<file path="src/rtl/des_key_schedule_if.sv">
// Subkey-schedule bus between a key-schedule controller (master) and des_key_schedule (slave).
interface des_key_schedule_if;
   logic        start;
   logic        e;
   logic [63:0] k;
   logic [47:0] sk;
   logic [3:0]  sk_round;
   logic        sk_valid;
   logic        sk_ready;
   logic        busy;
   logic        done;
   logic        parity_err;

   modport master (
      output start, e, k, sk_ready,
      input  sk, sk_round, sk_valid, busy, done, parity_err
   );

   modport slave (
      input  start, e, k, sk_ready,
      output sk, sk_round, sk_valid, busy, done, parity_err
   );
endinterface

</file>
<file path="src/rtl/des_key_schedule.sv">
// DES key schedule: streams the 16 round subkeys in encrypt or decrypt order over a valid/ready bus.
// Optional key byte odd-parity flag enabled by defining DES_KS_PARITY_CHECK_EN.
module des_key_schedule #(
   parameter int unsigned SKIP_PC1 = 0
) (
   input  logic              clk,
   input  logic              rst,
   des_key_schedule_if.slave bus
);

   typedef enum logic [1:0] {IDLE, GEN, FIN} state_t;

   // Table entries are FIPS bit numbers, bit 1 being the MSB of the source vector.
   localparam int PC1_TAB [56] = '{
      57, 49, 41, 33, 25, 17,  9,  1, 58, 50, 42, 34, 26, 18,
      10,  2, 59, 51, 43, 35, 27, 19, 11,  3, 60, 52, 44, 36,
      63, 55, 47, 39, 31, 23, 15,  7, 62, 54, 46, 38, 30, 22,
      14,  6, 61, 53, 45, 37, 29, 21, 13,  5, 28, 20, 12,  4
   };

   localparam int PC2_TAB [48] = '{
      14, 17, 11, 24,  1,  5,  3, 28, 15,  6, 21, 10,
      23, 19, 12,  4, 26,  8, 16,  7, 27, 20, 13,  2,
      41, 52, 31, 37, 47, 55, 30, 40, 51, 45, 33, 48,
      44, 49, 39, 56, 34, 53, 46, 42, 50, 36, 29, 32
   };

   function automatic logic [55:0] pc1(input logic [63:0] key);
      logic [55:0] r;
      r = '0;
      for (int i = 0; i < 56; i++) r[55-i] = key[64-PC1_TAB[i]];
      return r;
   endfunction

   function automatic logic [47:0] pc2(input logic [55:0] cd);
      logic [47:0] r;
      r = '0;
      for (int i = 0; i < 48; i++) r[47-i] = cd[56-PC2_TAB[i]];
      return r;
   endfunction

   function automatic logic [27:0] rot28(input logic [27:0] x, input logic left, input logic two);
      logic [27:0] r;
      case ({left, two})
         2'b11:   r = {x[25:0], x[27:26]};
         2'b10:   r = {x[26:0], x[27]};
         2'b01:   r = {x[1:0], x[27:2]};
         default: r = {x[0], x[27:1]};
      endcase
      return r;
   endfunction

   // Step taken after beat r; encrypt and decrypt share the same list of steps.
   function automatic logic two_step(input logic [3:0] r);
      return !(r == 4'd0 || r == 4'd7 || r == 4'd14);
   endfunction

   state_t      state_q, state_d;
   logic [27:0] c_q, c_d, d_q, d_d;
   logic        enc_q, enc_d;
   logic [3:0]  round_q, round_d;
   logic [47:0] sk_q, sk_d;
   logic        sk_valid_q, sk_valid_d;
   logic        busy_q, busy_d;
   logic        done_q, done_d;
   logic [55:0] cd0;

`ifdef DES_KS_PARITY_CHECK_EN
   logic parity_err_q, parity_err_d;

   function automatic logic parity_bad(input logic [63:0] key);
      logic bad;
      bad = 1'b0;
      for (int b = 0; b < 8; b++) if (!(^key[8*b +: 8])) bad = 1'b1;
      return bad;
   endfunction
`endif

   always_comb begin
      state_d    = state_q;
      c_d        = c_q;
      d_d        = d_q;
      enc_d      = enc_q;
      round_d    = round_q;
      sk_d       = sk_q;
      sk_valid_d = sk_valid_q;
      busy_d     = busy_q;
      done_d     = 1'b0;
      cd0        = (SKIP_PC1 != 0) ? bus.k[55:0] : pc1(bus.k);
`ifdef DES_KS_PARITY_CHECK_EN
      parity_err_d = parity_err_q;
`endif
      case (state_q)
         IDLE: begin
            sk_valid_d = 1'b0;
            busy_d     = 1'b0;
            if (bus.start) begin
               state_d    = GEN;
               enc_d      = bus.e;
               round_d    = 4'd0;
               sk_valid_d = 1'b1;
               busy_d     = 1'b1;
               // Encrypt presents K1 first, so the first left step is folded into the load.
               c_d = bus.e ? rot28(cd0[55:28], 1'b1, 1'b0) : cd0[55:28];
               d_d = bus.e ? rot28(cd0[27:0], 1'b1, 1'b0) : cd0[27:0];
               sk_d = pc2({c_d, d_d});
`ifdef DES_KS_PARITY_CHECK_EN
               parity_err_d = parity_bad(bus.k);
`endif
            end
         end
         GEN: begin
            if (sk_valid_q && bus.sk_ready) begin
               if (round_q == 4'd15) begin
                  state_d    = FIN;
                  sk_valid_d = 1'b0;
                  done_d     = 1'b1;
                  round_d    = 4'd0;
                  // Decrypt ends 27 steps right of C0/D0; one more closes the loop.
                  if (!enc_q) begin
                     c_d = rot28(c_q, 1'b0, 1'b0);
                     d_d = rot28(d_q, 1'b0, 1'b0);
                  end
               end else begin
                  round_d = round_q + 4'd1;
                  c_d     = rot28(c_q, enc_q, two_step(round_q));
                  d_d     = rot28(d_q, enc_q, two_step(round_q));
                  sk_d    = pc2({c_d, d_d});
               end
            end
         end
         FIN: begin
            state_d = IDLE;
            busy_d  = 1'b0;
         end
         default: state_d = IDLE;
      endcase
   end

   always_ff @(posedge clk) begin
      if (rst) begin
         state_q    <= IDLE;
         c_q        <= '0;
         d_q        <= '0;
         enc_q      <= 1'b0;
         round_q    <= '0;
         sk_q       <= '0;
         sk_valid_q <= 1'b0;
         busy_q     <= 1'b0;
         done_q     <= 1'b0;
`ifdef DES_KS_PARITY_CHECK_EN
         parity_err_q <= 1'b0;
`endif
      end else begin
         state_q    <= state_d;
         c_q        <= c_d;
         d_q        <= d_d;
         enc_q      <= enc_d;
         round_q    <= round_d;
         sk_q       <= sk_d;
         sk_valid_q <= sk_valid_d;
         busy_q     <= busy_d;
         done_q     <= done_d;
`ifdef DES_KS_PARITY_CHECK_EN
         parity_err_q <= parity_err_d;
`endif
      end
   end

   assign bus.sk       = sk_q;
   assign bus.sk_round = round_q;
   assign bus.sk_valid = sk_valid_q;
   assign bus.busy     = busy_q;
   assign bus.done     = done_q;
`ifdef DES_KS_PARITY_CHECK_EN
   assign bus.parity_err = parity_err_q;
`else
   assign bus.parity_err = 1'b0;
`endif

endmodule

</file>
<file path="src/flat_wrapper.sv">
// flat-port wrapper written by rule: the top's interface ports become plain ports
module des_key_schedule_flat 
#(
   parameter int unsigned SKIP_PC1 = 0
)
  (clk, rst, bus_start, bus_e, bus_k, bus_sk_ready, bus_sk, bus_sk_round, bus_sk_valid, bus_busy, bus_done, bus_parity_err);
  des_key_schedule_if bus_i ();
  input  logic clk;
  input  logic rst;
  input wire logic [$bits(bus_i.start)-1:0] bus_start;
  input wire logic [$bits(bus_i.e)-1:0] bus_e;
  input wire logic [$bits(bus_i.k)-1:0] bus_k;
  input wire logic [$bits(bus_i.sk_ready)-1:0] bus_sk_ready;
  output wire logic [$bits(bus_i.sk)-1:0] bus_sk;
  output wire logic [$bits(bus_i.sk_round)-1:0] bus_sk_round;
  output wire logic [$bits(bus_i.sk_valid)-1:0] bus_sk_valid;
  output wire logic [$bits(bus_i.busy)-1:0] bus_busy;
  output wire logic [$bits(bus_i.done)-1:0] bus_done;
  output wire logic [$bits(bus_i.parity_err)-1:0] bus_parity_err;
  assign bus_i.start = bus_start;
  assign bus_i.e = bus_e;
  assign bus_i.k = bus_k;
  assign bus_i.sk_ready = bus_sk_ready;
  assign bus_sk = bus_i.sk;
  assign bus_sk_round = bus_i.sk_round;
  assign bus_sk_valid = bus_i.sk_valid;
  assign bus_busy = bus_i.busy;
  assign bus_done = bus_i.done;
  assign bus_parity_err = bus_i.parity_err;
  des_key_schedule #(.SKIP_PC1(SKIP_PC1)) u_core (.clk(clk), .rst(rst), .bus(bus_i));
endmodule
</file>
<file path="config.mk">
export PLATFORM = sky130hd
export DESIGN_NAME = des_key_schedule_flat
export DESIGN_NICKNAME = d
export VERILOG_FILES = /design/src/rtl/des_key_schedule_if.sv /design/src/rtl/des_key_schedule.sv /design/src/flat_wrapper.sv
export SDC_FILE = /design/constraint.sdc
export NUM_CORES = 1
export LEC_CHECK = 0
export ABC_AREA = 0
export CAP_MARGIN = 0
export CORE_ASPECT_RATIO = 0.7
export CORE_MARGIN = 10
export CORE_UTILIZATION = 26
export CTS_BUF_LIST = sky130_fd_sc_hd__clkbuf_4 sky130_fd_sc_hd__clkbuf_8
export DETAILED_ROUTE_END_ITERATION = 10
export SKIP_LAST_GASP = 1
export SYNTH_ARGS = -nofsm -noshare
export SYNTH_HDL_FRONTEND = slang
export SYNTH_SLANG_ARGS = --single-unit
</file>
<file path="constraint.sdc">
create_clock -name clk -period 2.7 [get_ports clk]
set_input_delay 0.54 -clock clk [delete_from_list [all_inputs] [get_ports clk]]
set_output_delay 0.54 -clock clk [all_outputs]
set_load 0.01 [all_outputs]
</file>
* After elaboration in Yosys (flattened, before gate mapping)
Cells that the tools add are included.
Cells by class: bitwise logic cells 2, reductions and logical operators 15, $add $sub $neg 1, eq/ne operators 13, muxes and demuxes 32
Operator list (count):
- $mux 28 | 10
- $pmux 28 s3 | 2
- $mux 48 | 3
- $pmux 28 s2 | 2
- $pmux 48 s2 | 1
- $mux 4 | 3
- $reduce_and 3->1 | 3
- $eq 4x4->1 const B | 2
- $pmux 4 s2 | 1
- $reduce_and 4->1 | 2
- $eq 2x2->1 const B | 3
- $mux 2 | 3
- $add 4x1->4 const B | 1
- $eq 2x1->1 const B | 2
- $eq 4x3->1 const B | 1
- $logic_not 4->1 | 1
- $mux 1 | 4
- $ne 2x1->1 const B | 2
- $ne 2x2->1 const B | 2
- $pmux 1 s2 | 2
- $pmux 2 s2 | 1
- $reduce_bool 2->1 | 2
- $ne 3x3->1 const B | 1
- $reduce_or 3->1 | 1
- 6 further kinds | 8
Word-level totals: word-level logic and storage cells 72, bits in registers 114, input port bits 69, output and inout port bits 56

* Logic depth before layout (Yosys ltp)
depth in word-level cells 9, gate-level depth with buffers 10, mapped depth without buffers 7

* Worst setup path before layout
OpenSTA, ideal clock, no wires.
path kind register -> register, from register u_core.round_q[0] (netlist: u_core.bus.sk_round[0]), to register u_core.d_q[21], clock period less this slack 2.166 ns, slack 0.534 ns, cell stages (with the launch flop) 9, arrival time 2.032 ns, setup time 0.134 ns, required time 2.566 ns, cells stage by stage dfxtp_1 -> inv_1 -> ha_1 -> buf_2 -> a21o_1 -> a311o_1 -> buf_2 -> o311ai_0 -> a211oi_1
On the way: cells in the longest elaborated chain, start to end 9, elaborated cells on any way between the ends 16, classes of those cells eq/ne (7); mux (4); reduce/logical (5)
Ends and longest elaborated chain:
- start: declaration | RTL line des_key_schedule.sv:61 | logic [3:0] round_q, round_d;
- start signal: assignment | RTL line des_key_schedule.sv:159 | round_q <= round_d;
- $eq 4x3->1 / $logic_not 4->1 (equally long branches) | RTL line des_key_schedule.sv:55 | return !(r == 4'd0 || r == 4'd7 || r == 4'd14);
- $logic_or 1x1->1 (2 in a row) | RTL line des_key_schedule.sv:55
- $logic_not 1->1 | RTL line des_key_schedule.sv:55
- $eq 2x1->1 / $eq 2x2->1 (equally long branches) | RTL line des_key_schedule.sv:44 | case ({left, two})
- $pmux 28 s3 | RTL line des_key_schedule.sv:44
- $mux 28 | RTL line des_key_schedule.sv:114 | if (round_q == 4'd15) begin
- $mux 28 | RTL line des_key_schedule.sv:113 | if (sk_valid_q && bus.sk_ready) begin
- $pmux 28 s2 | RTL line des_key_schedule.sv:93 | case (state_q)
- end signal: assignment | RTL line des_key_schedule.sv:144 | d_q <= '0;
- end signal: assignment | RTL line des_key_schedule.sv:157 | d_q <= d_d;
- end: declaration | RTL line des_key_schedule.sv:59 | logic [27:0] c_q, c_d, d_q, d_d;
Several ways; a longest one is shown, not always the timed one. The select of a mux whose other input is x is not followed. A chain may end at the register's enable or synchronous reset.

* Worst setup path in the final report
Same ends and word-level chain as after synthesis.

==> flow_metrics.tcl <==
set metrics [dict create \
    seq_area_frac_synth 0.2496 \
    post_cts_buffers 0 \
    vias 11040 \
    clockBufferDepth 2 \
    slew_headroom 0.4407 \
    async_flop_share 0 \
    dp_slack_ns 0.1391 \
    synthTopCellsByCount "141 x nor2_1, 121 x nand2_1, 114 x dfxtp_1" \
    slew_violations 0 \
    die-area_sq_mm 0.04319 \
    die_height_um 176.9 \
    n_fill_cell 3695 \
    r2r-end "u_core.d_q[21]" \
    rsz0062_at_grt "no" \
    p_per_area_mw_per_mm2 510.2 \
    first_pass_iters 8 \
    r2r-start "u_core.bus.sk_round[0]" \
    start_util 0.2633 \
    fin_crit_ns 2.579 \
    synth_top_cells_by_area "dfxtp_1 25%, a211oi_1 5.9%, nor2_1 5.8%" \
    clk_latency_ns 0.46 \
    overflow 0 \
    grt_first_pass_wirelength_um 63340 \
    reg2reg_depth 7 \
    crit_path_end_kind "flip-flop" \
    cts.sinks 114 \
    min_path_type "reg2reg" \
    finalHoldViolations 0 \
    drc 0 \
    grt.total_usage 0.1836 \
    ctsHoldBuffers 0 \
    yosysTopAreaCell "dfxtp_1" \
    gpl.final_weighted_congestion 0.9392 \
    highest_layer "met4" \
    crit_path_start "u_core.bus.sk_round[0]" \
    worst_slack_ns 0.1209 \
    yosysMostFrequentCell "nor2_1" \
    htree_levels 4 \
    cp_data_arrival_time_ns 2.89 \
    synth-seq-cells 114 \
    met1_length_um 18020 \
    regArea_sq_mm 0.002283 \
    worstMarginPinSlew_ns 0.8390 \
    grt_max_degree 70 \
    syn_nets 1338 \
    yosysTopAreaCellShare 0.2496 \
    post-route-cell-area_sq_mm 0.01134 \
    wire_per_inst_um 22.86 \
    portBuffers 115 \
    cp_max_fo 16 \
    wl_met3_um 5049 \
    ir_worst_vdd_mv 0.3256 \
    first_global_vias 10110 \
    numCtsBuffers 17 \
    crit_type "reg2reg" \
    fin_crit_sh 0.9552 \
    syn_avg_cell_area_sq_um 7.224 \
    antenna_found_initial 0 \
    cts_root_buffer "clkbuf_8" \
    syn2layout_area_growth_pct 23.96 \
    clk_pin_slew_ns 0.08 \
    ys.flop_type "dfxtp_1" \
    drtIter0Drc 1508 \
    syn-cell-area_sq_mm 0.009145 \
    wl_met2_um 16810 \
    multi_input_area_sq_mm 0.006138 \
    skew_ns 0.01430 \
    critical_path.endpoint "u_core.d_q[21]" \
    drv_cap 0 \
    fin_nets 1394 \
    syn_inst 1266 \
    ant_nets 0 \
    synth-edff-count 0 \
    rrSetupSlack_ns 0.12 \
    power_leakage_uw 0.004088 \
    status "completed" \
    vias_per_cell 6.108 \
    ios 125 \
    num_rows 57 \
    core_area_sq_mm 0.03473 \
    cts-resized-gates 0 \
    routed_wl_um 41320 \
    start_kind "flip-flop" \
    cts_tree "yes" \
    antenna_cells 0 \
    synth_cell_types 68 \
    placed_area_sq_mm 0.01089 \
    dp_hpwl_um 28770 \
    yosysWarnings 0 \
    required_ns 3.01 \
    max_freq_mhz 387.7 \
    setup_viol 0 \
    layout-drive-gt1-share 0.1206 \
    dieWidth_um 244.2 \
    setup_tns_ns 0 \
]
==> state kept, by name (all words and copies together), names as in the netlist <==
register and flops:
u_core.state_q 2, u_core.enc_q 1, u_core.c_q 28, u_core.bus.done 1, u_core.bus.sk 48, u_core.bus.busy 1
u_core.d_q 28, u_core.bus.sk_round 4, u_core.bus.sk_valid 1
==> worst max-delay path: stages (launching register included) <==
cell      delay (ns)
dfxtp_1         0.41
inv_1           0.11
ha_1            0.28
buf_4           0.21
a21o_1          0.19
a311o_1         0.63
o311ai_0        0.48
a211oi_1        0.13
==> cell type report <==
type,instances,share of cell area
Multi-Input combinational cell,989,0.5415
Inverter,17,0.005629
Clock inverter,9,0.01358
Sequential cell,114,0.2014
Timing Repair Buffer,183,0.1600
Clock buffer,23,0.02572
Tap cell,472,0.05210
==> routing by layer <==
metal	vias up	GRT usage
met4	0	0.07148
met2	798	0.2601
met3	114	0.04358
met1	5227	0.2612
met5	-	0
li1	4898	-
==> per-stage QoR <==
stage | std cells | util | power [uW] | hold slack (ns)
floorplan | 1266 | - | 3103 | 0.4761
global placement | 1775 | 0.3136 | 3837 | 0.4448
detailed placement | 1775 | 0.3136 | 3862 | 0.4583
CTS | 1807 | 0.3264 | 5733 | 0.4722
global route | 1807 | 0.3264 | 6016 | 0.4860
finish | 1807 | 0.3264 | 5784 | 0.4682
==> how the worst min path moves through the flow <==
stage                      start                end  slack (ns)  cells past startpoint
2_1_floorplan  u_core.bus.sk[20]  u_core.bus.sk[20]        0.48                      2
3_3_place_gp    u_core.bus.sk[1]   u_core.bus.sk[1]        0.44                      2
3_5_place_dp   u_core.bus.sk[20]  u_core.bus.sk[20]        0.46                      2
4_1_cts          u_core.bus.busy    u_core.bus.busy        0.47                      2
5_1_grt          u_core.bus.busy    u_core.bus.busy        0.49                      2
6_report       u_core.bus.sk[20]  u_core.bus.sk[20]        0.47                      2
==> cells in the final DEF, fill, tap and decap left out, drive strengths merged, types with 10 or more instances in the layout <==
cell / count
o221ai: 16
a31oi: 50
and3: 29
clkdlybuf4s50: 113
o21ai: 83
and4: 10
o221a: 13
a211oi: 73
mux2: 28
o211ai: 46
clkbuf: 23
mux2i: 50
nor2: 142
dfxtp: 114
nor2b: 12
buf: 70
a221oi: 16
a32oi: 11
inv: 17
nand2: 123
nor3: 33
nand2b: 11
a21oi: 100
nand3: 44
nand4: 16
==> report_power, final <==
group          switching [uW]  internal [uW]  leakage [uW]  total, uW
Combinational            1050            738       0.00292       1780
Clock                     793           1090      0.000224       1890
Sequential                261           1850      0.000943       2110
==> logic make-up after synthesis <==
logic type	share of synthesized area
AOI/OAI and AO/OA	0.3518
and+or+nand+nor	0.2159
DFF	0.2496
muxes	0.09591
other	0.0004101
buffers and inverters	0.08236
adders and majority gates	0.004105
(Power assumes the default switching activity.)
